`src/rtl/mem_port_arbiter_pkg.sv`:
```
// mem_port_arbiter_pkg
// Shared definitions for the data-memory port arbiter: FSM state encoding,
// transaction owner encoding and default widths.
package mem_port_arbiter_pkg;

  localparam int DEF_ADDR_WIDTH   = 32;
  localparam int DEF_DATA_WIDTH   = 32;
  localparam int DEF_STARVE_LIMIT = 4;

  typedef logic [1:0] state_t;

  localparam state_t ST_IDLE  = 2'd0;
  localparam state_t ST_ISSUE = 2'd1;
  localparam state_t ST_WAIT  = 2'd2;

  localparam logic OWN_IFU = 1'b0;
  localparam logic OWN_LSU = 1'b1;

endpackage

```
`src/rtl/mem_arb_sel.sv`:
```
// mem_arb_sel
// Grant selection between IFU and LSU with an IFU starvation guard.
// Ports:
//   clk, rst            clock, synchronous active-high reset
//   ifu_valid/lsu_valid requester valids
//   idle                arbiter is in IDLE and may grant this cycle
//   grant_ifu/grant_lsu one-hot (or zero) grant, combinational
module mem_arb_sel
  import mem_port_arbiter_pkg::*;
#(
  parameter int STARVE_LIMIT = DEF_STARVE_LIMIT
) (
  input  logic clk,
  input  logic rst,
  input  logic ifu_valid,
  input  logic lsu_valid,
  input  logic idle,
  output logic grant_ifu,
  output logic grant_lsu
);

  localparam int            SW    = $clog2(STARVE_LIMIT + 1);
  localparam logic [SW-1:0] LIMIT = SW'(STARVE_LIMIT);

  logic [SW-1:0] streak_r;
  logic          starved_s;

  // IFU has waited through the maximum number of back-to-back LSU grants
  assign starved_s = (streak_r == LIMIT);

  // Priority select: LSU first unless IFU is starved
  always_comb begin
    grant_ifu = 1'b0;
    grant_lsu = 1'b0;
    if (idle) begin
      if (lsu_valid && !(ifu_valid && starved_s)) begin
        grant_lsu = 1'b1;
      end else if (ifu_valid) begin
        grant_ifu = 1'b1;
      end else begin
        grant_ifu = 1'b0;
        grant_lsu = 1'b0;
      end
    end else begin
      grant_ifu = 1'b0;
      grant_lsu = 1'b0;
    end
  end

  // Count LSU grants that bypassed a waiting IFU; saturates at the limit
  always_ff @(posedge clk) begin
    if (rst) begin
      streak_r <= {SW{1'b0}};
    end else if (grant_ifu) begin
      streak_r <= {SW{1'b0}};
    end else if (grant_lsu) begin
      if (!ifu_valid) begin
        streak_r <= {SW{1'b0}};
      end else if (!starved_s) begin
        streak_r <= streak_r + SW'(1);
      end
    end
  end

endmodule

```
`src/rtl/mem_port_arbiter.sv`:
```
// mem_port_arbiter
// Shares the single data-memory port between IFU (reads) and LSU
// (loads/stores). One transaction at a time: grant in IDLE, present the
// latched request in ISSUE, wait for the response in WAIT, route it back.
// Ports:
//   clk, rst                         clock, synchronous active-high reset
//   ifu_req_* / ifu_resp_* / ifu_rdata  IFU request/response channel
//   lsu_req_* / lsu_resp_* / lsu_rdata  LSU request/response channel
//   mem_req_* / mem_addr..mem_wstrb    request to memory (latched fields)
//   mem_resp_valid, mem_rdata          memory response
//   busy                               a transaction is in progress
module mem_port_arbiter
  import mem_port_arbiter_pkg::*;
#(
  parameter int ADDR_WIDTH   = DEF_ADDR_WIDTH,
  parameter int DATA_WIDTH   = DEF_DATA_WIDTH,
  parameter int STARVE_LIMIT = DEF_STARVE_LIMIT
) (
  input  logic                    clk,
  input  logic                    rst,
  input  logic                    ifu_req_valid,
  output logic                    ifu_req_ready,
  input  logic [ADDR_WIDTH-1:0]   ifu_addr,
  output logic                    ifu_resp_valid,
  output logic [DATA_WIDTH-1:0]   ifu_rdata,
  input  logic                    lsu_req_valid,
  output logic                    lsu_req_ready,
  input  logic [ADDR_WIDTH-1:0]   lsu_addr,
  input  logic                    lsu_wen,
  input  logic [DATA_WIDTH-1:0]   lsu_wdata,
  input  logic [DATA_WIDTH/8-1:0] lsu_wstrb,
  output logic                    lsu_resp_valid,
  output logic [DATA_WIDTH-1:0]   lsu_rdata,
  output logic                    mem_req_valid,
  input  logic                    mem_req_ready,
  output logic [ADDR_WIDTH-1:0]   mem_addr,
  output logic                    mem_wen,
  output logic [DATA_WIDTH-1:0]   mem_wdata,
  output logic [DATA_WIDTH/8-1:0] mem_wstrb,
  input  logic                    mem_resp_valid,
  input  logic [DATA_WIDTH-1:0]   mem_rdata,
  output logic                    busy
);

  localparam int SB = DATA_WIDTH / 8;

  state_t                  state_r;
  logic                    owner_r;
  logic [ADDR_WIDTH-1:0]   addr_r;
  logic                    wen_r;
  logic [DATA_WIDTH-1:0]   wdata_r;
  logic [SB-1:0]           wstrb_r;

  logic idle_s;
  logic grant_ifu_s;
  logic grant_lsu_s;
  logic resp_s;

  // Reset is gated in so nothing handshakes during the reset cycle itself
  assign idle_s = (state_r == ST_IDLE) && !rst;

  mem_arb_sel #(
    .STARVE_LIMIT (STARVE_LIMIT)
  ) u_sel (
    .clk       (clk),
    .rst       (rst),
    .ifu_valid (ifu_req_valid),
    .lsu_valid (lsu_req_valid),
    .idle      (idle_s),
    .grant_ifu (grant_ifu_s),
    .grant_lsu (grant_lsu_s)
  );

  assign ifu_req_ready = grant_ifu_s;
  assign lsu_req_ready = grant_lsu_s;

  // Transaction sequencer: IDLE -> ISSUE -> WAIT -> IDLE
  always_ff @(posedge clk) begin
    if (rst) begin
      state_r <= ST_IDLE;
    end else begin
      case (state_r)
        ST_IDLE:  if (grant_ifu_s || grant_lsu_s) state_r <= ST_ISSUE;
        ST_ISSUE: if (mem_req_ready)              state_r <= ST_WAIT;
        ST_WAIT:  if (mem_resp_valid)             state_r <= ST_IDLE;
        default:  state_r <= ST_IDLE;
      endcase
    end
  end

  // Capture the winning request; IFU fetches are always plain reads
  always_ff @(posedge clk) begin
    if (rst) begin
      owner_r <= OWN_IFU;
      addr_r  <= {ADDR_WIDTH{1'b0}};
      wen_r   <= 1'b0;
      wdata_r <= {DATA_WIDTH{1'b0}};
      wstrb_r <= {SB{1'b0}};
    end else if (grant_lsu_s) begin
      owner_r <= OWN_LSU;
      addr_r  <= lsu_addr;
      wen_r   <= lsu_wen;
      wdata_r <= lsu_wdata;
      wstrb_r <= lsu_wstrb;
    end else if (grant_ifu_s) begin
      owner_r <= OWN_IFU;
      addr_r  <= ifu_addr;
      wen_r   <= 1'b0;
      wdata_r <= {DATA_WIDTH{1'b0}};
      wstrb_r <= {SB{1'b0}};
    end
  end

  assign mem_req_valid = (state_r == ST_ISSUE) && !rst;
  assign mem_addr      = addr_r;
  assign mem_wen       = wen_r;
  assign mem_wdata     = wdata_r;
  assign mem_wstrb     = wstrb_r;

  // Responses outside WAIT are strays and simply dropped
  assign resp_s = (state_r == ST_WAIT) && mem_resp_valid && !rst;

  assign ifu_resp_valid = resp_s && (owner_r == OWN_IFU);
  assign lsu_resp_valid = resp_s && (owner_r == OWN_LSU);

  // Store acks carry zero data; the non-owner always sees zero
  assign ifu_rdata = ifu_resp_valid ? mem_rdata : {DATA_WIDTH{1'b0}};
  assign lsu_rdata = (lsu_resp_valid && !wen_r) ? mem_rdata : {DATA_WIDTH{1'b0}};

  assign busy = (state_r != ST_IDLE);

endmodule

```
`config.mk`:
```
export PLATFORM = sky130hd
export DESIGN_NAME = mem_port_arbiter
export DESIGN_NICKNAME = d
export VERILOG_FILES = /design/src/rtl/mem_port_arbiter_pkg.sv /design/src/rtl/mem_arb_sel.sv /design/src/rtl/mem_port_arbiter.sv
export SDC_FILE = /design/constraint.sdc
export NUM_CORES = 1
export LEC_CHECK = 0
export ABC_AREA = 1
export CAP_MARGIN = 25
export CORE_AREA = 2 2 107 109
export DETAILED_ROUTE_END_ITERATION = 16
export DIE_AREA = 0 0 109 111
export PLACE_DENSITY_LB_ADDON = 0.08
export SLEW_MARGIN = 10
export SYNTH_ARGS = -nofsm -noshare
export SYNTH_HDL_FRONTEND = slang
export SYNTH_SLANG_ARGS = --single-unit
```
`constraint.sdc`:
```
create_clock -name clk -period 4.6 [get_ports clk]
set_input_delay 0.92 -clock clk [delete_from_list [all_inputs] [get_ports clk]]
set_output_delay 0.92 -clock clk [all_outputs]
set_load 0.05 [all_outputs]
```
After elaboration in Yosys (flattened, before gate mapping)
Cells that the tools add are included.
- bits in registers: 75
- word-level logic and storage cells: 57
- bitwise operators: 1
- add/subtract/negate cells: 1
- multiplexer cells: 22
- equality and inequality tests: 7
- reductions and logical operators: 19
- operators with widths (kind ; count):
    32-bit 2-to-1 mux ; 6
    1-bit logical AND ; 9
    1-bit 2-to-1 mux ; 8
    4-bit 2-to-1 mux ; 2
    2-bit 2-to-1 mux ; 3
    3-bit 2-to-1 mux ; 2
    2-bit != test (second input constant) ; 3
    2-bit case mux with 3 select lines ; 1
    2-bit nonzero test ; 2
    3-bit by 1-bit adder with 3-bit output (second input constant) ; 1
    3-bit == test (second input constant) ; 1
    1-bit zero test ; 3
    3-bit AND reduction ; 1
    2-bit by 1-bit == test with 1-bit output (second input constant) ; 1
    2-bit == test (second input constant) ; 1
    2-bit zero test ; 1
    2-bit by 1-bit != test with 1-bit output (second input constant) ; 1
    2-bit AND reduction ; 1
    2-bit OR reduction ; 1
    1-bit logical OR ; 1
    1-bit inverter ; 1

Longest topological paths before layout
- word-level depth: 9
- depth in mapped cells: 10
- mapped depth without buffers: 9

Hierarchy
A second synthesis with hierarchy kept.
- cell total of the unflattened synthesis: 566
- area total of the unflattened synthesis: 3637.2 um^2
- by module, submodules not included (module ; instances ; seq. area each (um^2) ; area an instance (um^2) ; cells an instance):
    mem_port_arbiter ; 1 ; 1441.4 ; 3424.5 ; 535
    mem_arb_sel ; 1 ; 60.1 ; 212.7 ; 31

Worst setup path after synthesis
Ideal clock, no wire load.
- kind: input port to output port
- start: input rst
- end: output lsu_rdata[10]
- buffers on the path: 3
- data arrival time: 3.174 ns
- setup slack: 0.506 ns
- stages: 8
- cells stage by stage: buf_2 > inv_2 > buf_4 > nand2_1 > nor2_1 > nand2_1 > buf_2 > nor2_1
- word-level cells in the longest chain between the ends: 5
- RTL lines (item ; RTL line ; source):
    start: declaration ; mem_port_arbiter.sv:20 ; input logic rst,
    1-bit zero test ; mem_port_arbiter.sv:121 ; assign resp_s = (state_r == ST_WAIT) && mem_resp_valid && !rst;
    1-bit logical AND ; mem_port_arbiter.sv:121 ;
    1-bit logical AND ; mem_port_arbiter.sv:124 ; assign lsu_resp_valid = resp_s && (owner_r == OWN_LSU);
    net lsu_resp_valid ; mem_port_arbiter.sv:32 ; output logic lsu_resp_valid,
    1-bit logical AND ; mem_port_arbiter.sv:128 ; assign lsu_rdata = (lsu_resp_valid && !wen_r) ? mem_rdata : {DATA_WIDTH{1'b0}};
    32-bit 2-to-1 mux ; mem_port_arbiter.sv:128 ;
    end: declaration ; mem_port_arbiter.sv:33 ; output logic [DATA_WIDTH-1:0] lsu_rdata,
The timed path passes the listed nets, and every way through them passes these cells.

Final worst setup path
- start: input mem_resp_valid
- end: output ifu_rdata[9]
- word-level cells in the longest chain between the ends: 4
- RTL lines (item ; RTL line ; source):
    start: declaration ; mem_port_arbiter.sv:40 ; input logic mem_resp_valid,
    1-bit logical AND (2 in a row) ; mem_port_arbiter.sv:121 ;
    1-bit logical AND ; mem_port_arbiter.sv:123 ; assign ifu_resp_valid = resp_s && (owner_r == OWN_IFU);
    32-bit 2-to-1 mux ; mem_port_arbiter.sv:127 ; assign ifu_rdata = ifu_resp_valid ? mem_rdata : {DATA_WIDTH{1'b0}};
    end: declaration ; mem_port_arbiter.sv:25 ; output logic [DATA_WIDTH-1:0] ifu_rdata,
No other way between the ends.

==> results.toml <==
[cells_and_area]
syn_to_final_growth_pct = 86.0
finalNetCount = 992
final_common_cell = "clkdlybuf4s50_1"
layout-drive-gt1-share_pct = 7.95
final_cell_mix = "clkdlybuf4s50_1, nand2_1, nor2_1, dfxtp_1, inv_1"

[grt]
first_global_vias = 4133
grt_pass1_wl_um = 20600
use_met3_pct = 6.88
grt_antenna_before_repair = 2
grt_max_degree = 50
overflow = 0
grtUsageMet2_pct = 39.1
grtUsageTotal_pct = 21.6
gr-max-usage-layer = "met2"
use_met1_pct = 23.2

[power_and_ir_drop]
p_per_area_mw_per_mm2 = 294
ir_drop_mv = 0.176
leakage_nw = 2.99
power_mw = 2.03

[setup_path]
end_kind = "output pin"
critical_path.slowest_cell = "clkdlybuf4s50_1"
criticalPathCategory = "in -> out"
r2r_setup_slack_ns = 2.42
crit_arrival_ns = 3.17
path_max_fanout = 32
worstPathCellList = "clkdlybuf4s50_1 > nand3_1 > nor2_1 > inv_1 > nor2_1 > clkdlybuf4s50_1"
r2r_start = "u_sel.streak_r[0]"
crit_required_ns = 3.68
startpoint_type = "primary input"
critical-path-max-stage-delay_ns = 0.84
rr_endpoint = "mem_addr[4]"
reg2reg_depth = 10

[detailed_routing]
first_pass_iters = 4
viasPerCell = 4.46
totalWireLength_um = 13500
first_iter_violations = 239
drc = 0
vias = 4460
wire_per_inst_um = 13.5
antenna_left = 0

[die]
core_area_mm2 = 0.0111
fp-row-count = 39
die_h_um = 111
die-area_mm2 = 0.0121
pin_count = 278
dieWidth_um = 109
initial_core_util_pct = 33.5

[timing]
finalHoldViolations = 0
finalSetupViolCount = 0
maxSlewViolCount = 0
tightest_slew_ns = 0.962
fin_setup_tns_ns = 0
rsz0062_at_grt = "no"
clock_skew_ns = 0.0107
timing.final.crit_share_pct = 88.9
slew_headroom_pct = 35.8
clock.fmax_mhz = 245
whs_ns = 0.459
period_minus_slack_ns = 4.09

[clock_network]
cts_setup_buffers = 0
cts_root_buf = "clkbuf_16"
cts_max_path_buffers = 2
cts_tree = "built"
numCtsBuffers = 9
ctsResizeCount = 0
clk_pin_slew_ns = 0.06
htreeDepth = 3
ctsHoldBuffers = 0
cts_num_sinks = 75
clock_latency_ns = 0.33

[logic_synthesis]
synth_cell_type_count = 25
yosysWarnings = 0
ys_seq_area_share_pct = 40.5
netlist_area_mm2 = 0.00371
synthCells = 590
synth-seq-cells = 75
syn_nets = 731
synth_area_per_cell_um2 = 6.29

[hold_path]
hold_depth = 2
hold_path_class = "reg -> reg"
hold_end = "mem_wdata[19]"
hp-start = "mem_wdata[19]"

[placement]
io_buffers = 277
hpwl_um = 10400
place.gp.congestion = 0.766

[status]
status = "finished, final reports clean"

[job]
maxCapViolCount = 0
-- worst max-delay path, delay by kind of cell --
kind          cells  cell delay (ns)
buf+inv           3             1.73
simple gates      3             0.50
-- state kept, by name (all words and copies together), names as in the netlist --
signal / flops
mem_addr: 32
mem_wdata: 32
mem_wen: 1
mem_wstrb: 4
owner_r: 1
state_r: 2
u_sel.streak_r: 3
-- cells in the mapped netlist --
master / number / area, µm²
a21boi_2: 1 / 11.3
a21oi_1: 47 / 235
buf_1: 1 / 3.75
buf_2: 15 / 75.1
buf_4: 5 / 37.5
buf_6: 3 / 33.8
clkbuf_1: 9 / 33.8
dfxtp_1: 75 / 1500
ha_1: 2 / 25.0
inv_1: 73 / 274
inv_2: 3 / 11.3
nand2_1: 156 / 586
nand2_2: 1 / 6.26
nand2_4: 1 / 11.3
nand3_1: 37 / 185
nand3_2: 1 / 10.0
nand4_1: 7 / 43.8
nor2_1: 143 / 537
nor2_4: 2 / 22.5
nor2_8: 1 / 20.0
o21ai_0: 2 / 10.0
o21ai_2: 1 / 8.76
o31ai_1: 1 / 7.51
or2_2: 2 / 12.5
xor2_1: 1 / 8.76
-- cell families after synthesis --
logic type	share of synthesized area [%]
simple gates	38.6
buf+inv	12.6
flops	40.5
compound gates	7.35
fa+ha+maj	0.674
xor+xnor	0.236
-- metal layers --
metal	vias up	part of all wire, %	wire (µm)
met4	0	1.7	223
met5	-	0	0
li1	2301	-	-
met3	13	8.9	1200
met1	1984	38	5180
met2	162	51	6870
-- worst max-delay path by stage --
stage | from | endpoint | cells past startpoint
after global placement | mem_resp_valid | ifu_rdata[19] | 6
final | mem_resp_valid | ifu_rdata[9] | 6
after CTS | mem_resp_valid | ifu_rdata[18] | 6
after detailed placement | mem_resp_valid | ifu_rdata[18] | 6
after floorplan | rst | lsu_rdata[10] | 8
after global routing | mem_resp_valid | ifu_rdata[22] | 6
-- per-stage QoR --
stage	worst slack, ns	cells	utilization [%]	area (µm²)
final	0.511	1000	62.3	6900
after global routing	0.368	1000	62.3	6900
after global placement	0.647	981	59.0	6530
after floorplan	0.506	590	-	3710
after CTS	0.538	997	62.2	6890
after detailed placement	0.537	982	59.1	6550
-- power by group --
group | internal (mW) | switching, mW | leakage [nW]
sequential | 0.688 | 0.0202 | 0.613
clock | 0.543 | 0.265 | 0.166
combinational | 0.218 | 0.298 | 2.21
-- final cells by class --
type,count,area (µm²)
fill,989,4170
timing repair buffer,283,2850
multi-input combinational,406,1740
sequential,75,1500
inverter,76,285
clock buffer,11,243
tap,143,179
clock inverter,4,98.8
antenna,2,5.00
No activity file was read; power rests on OpenSTA's default activity.
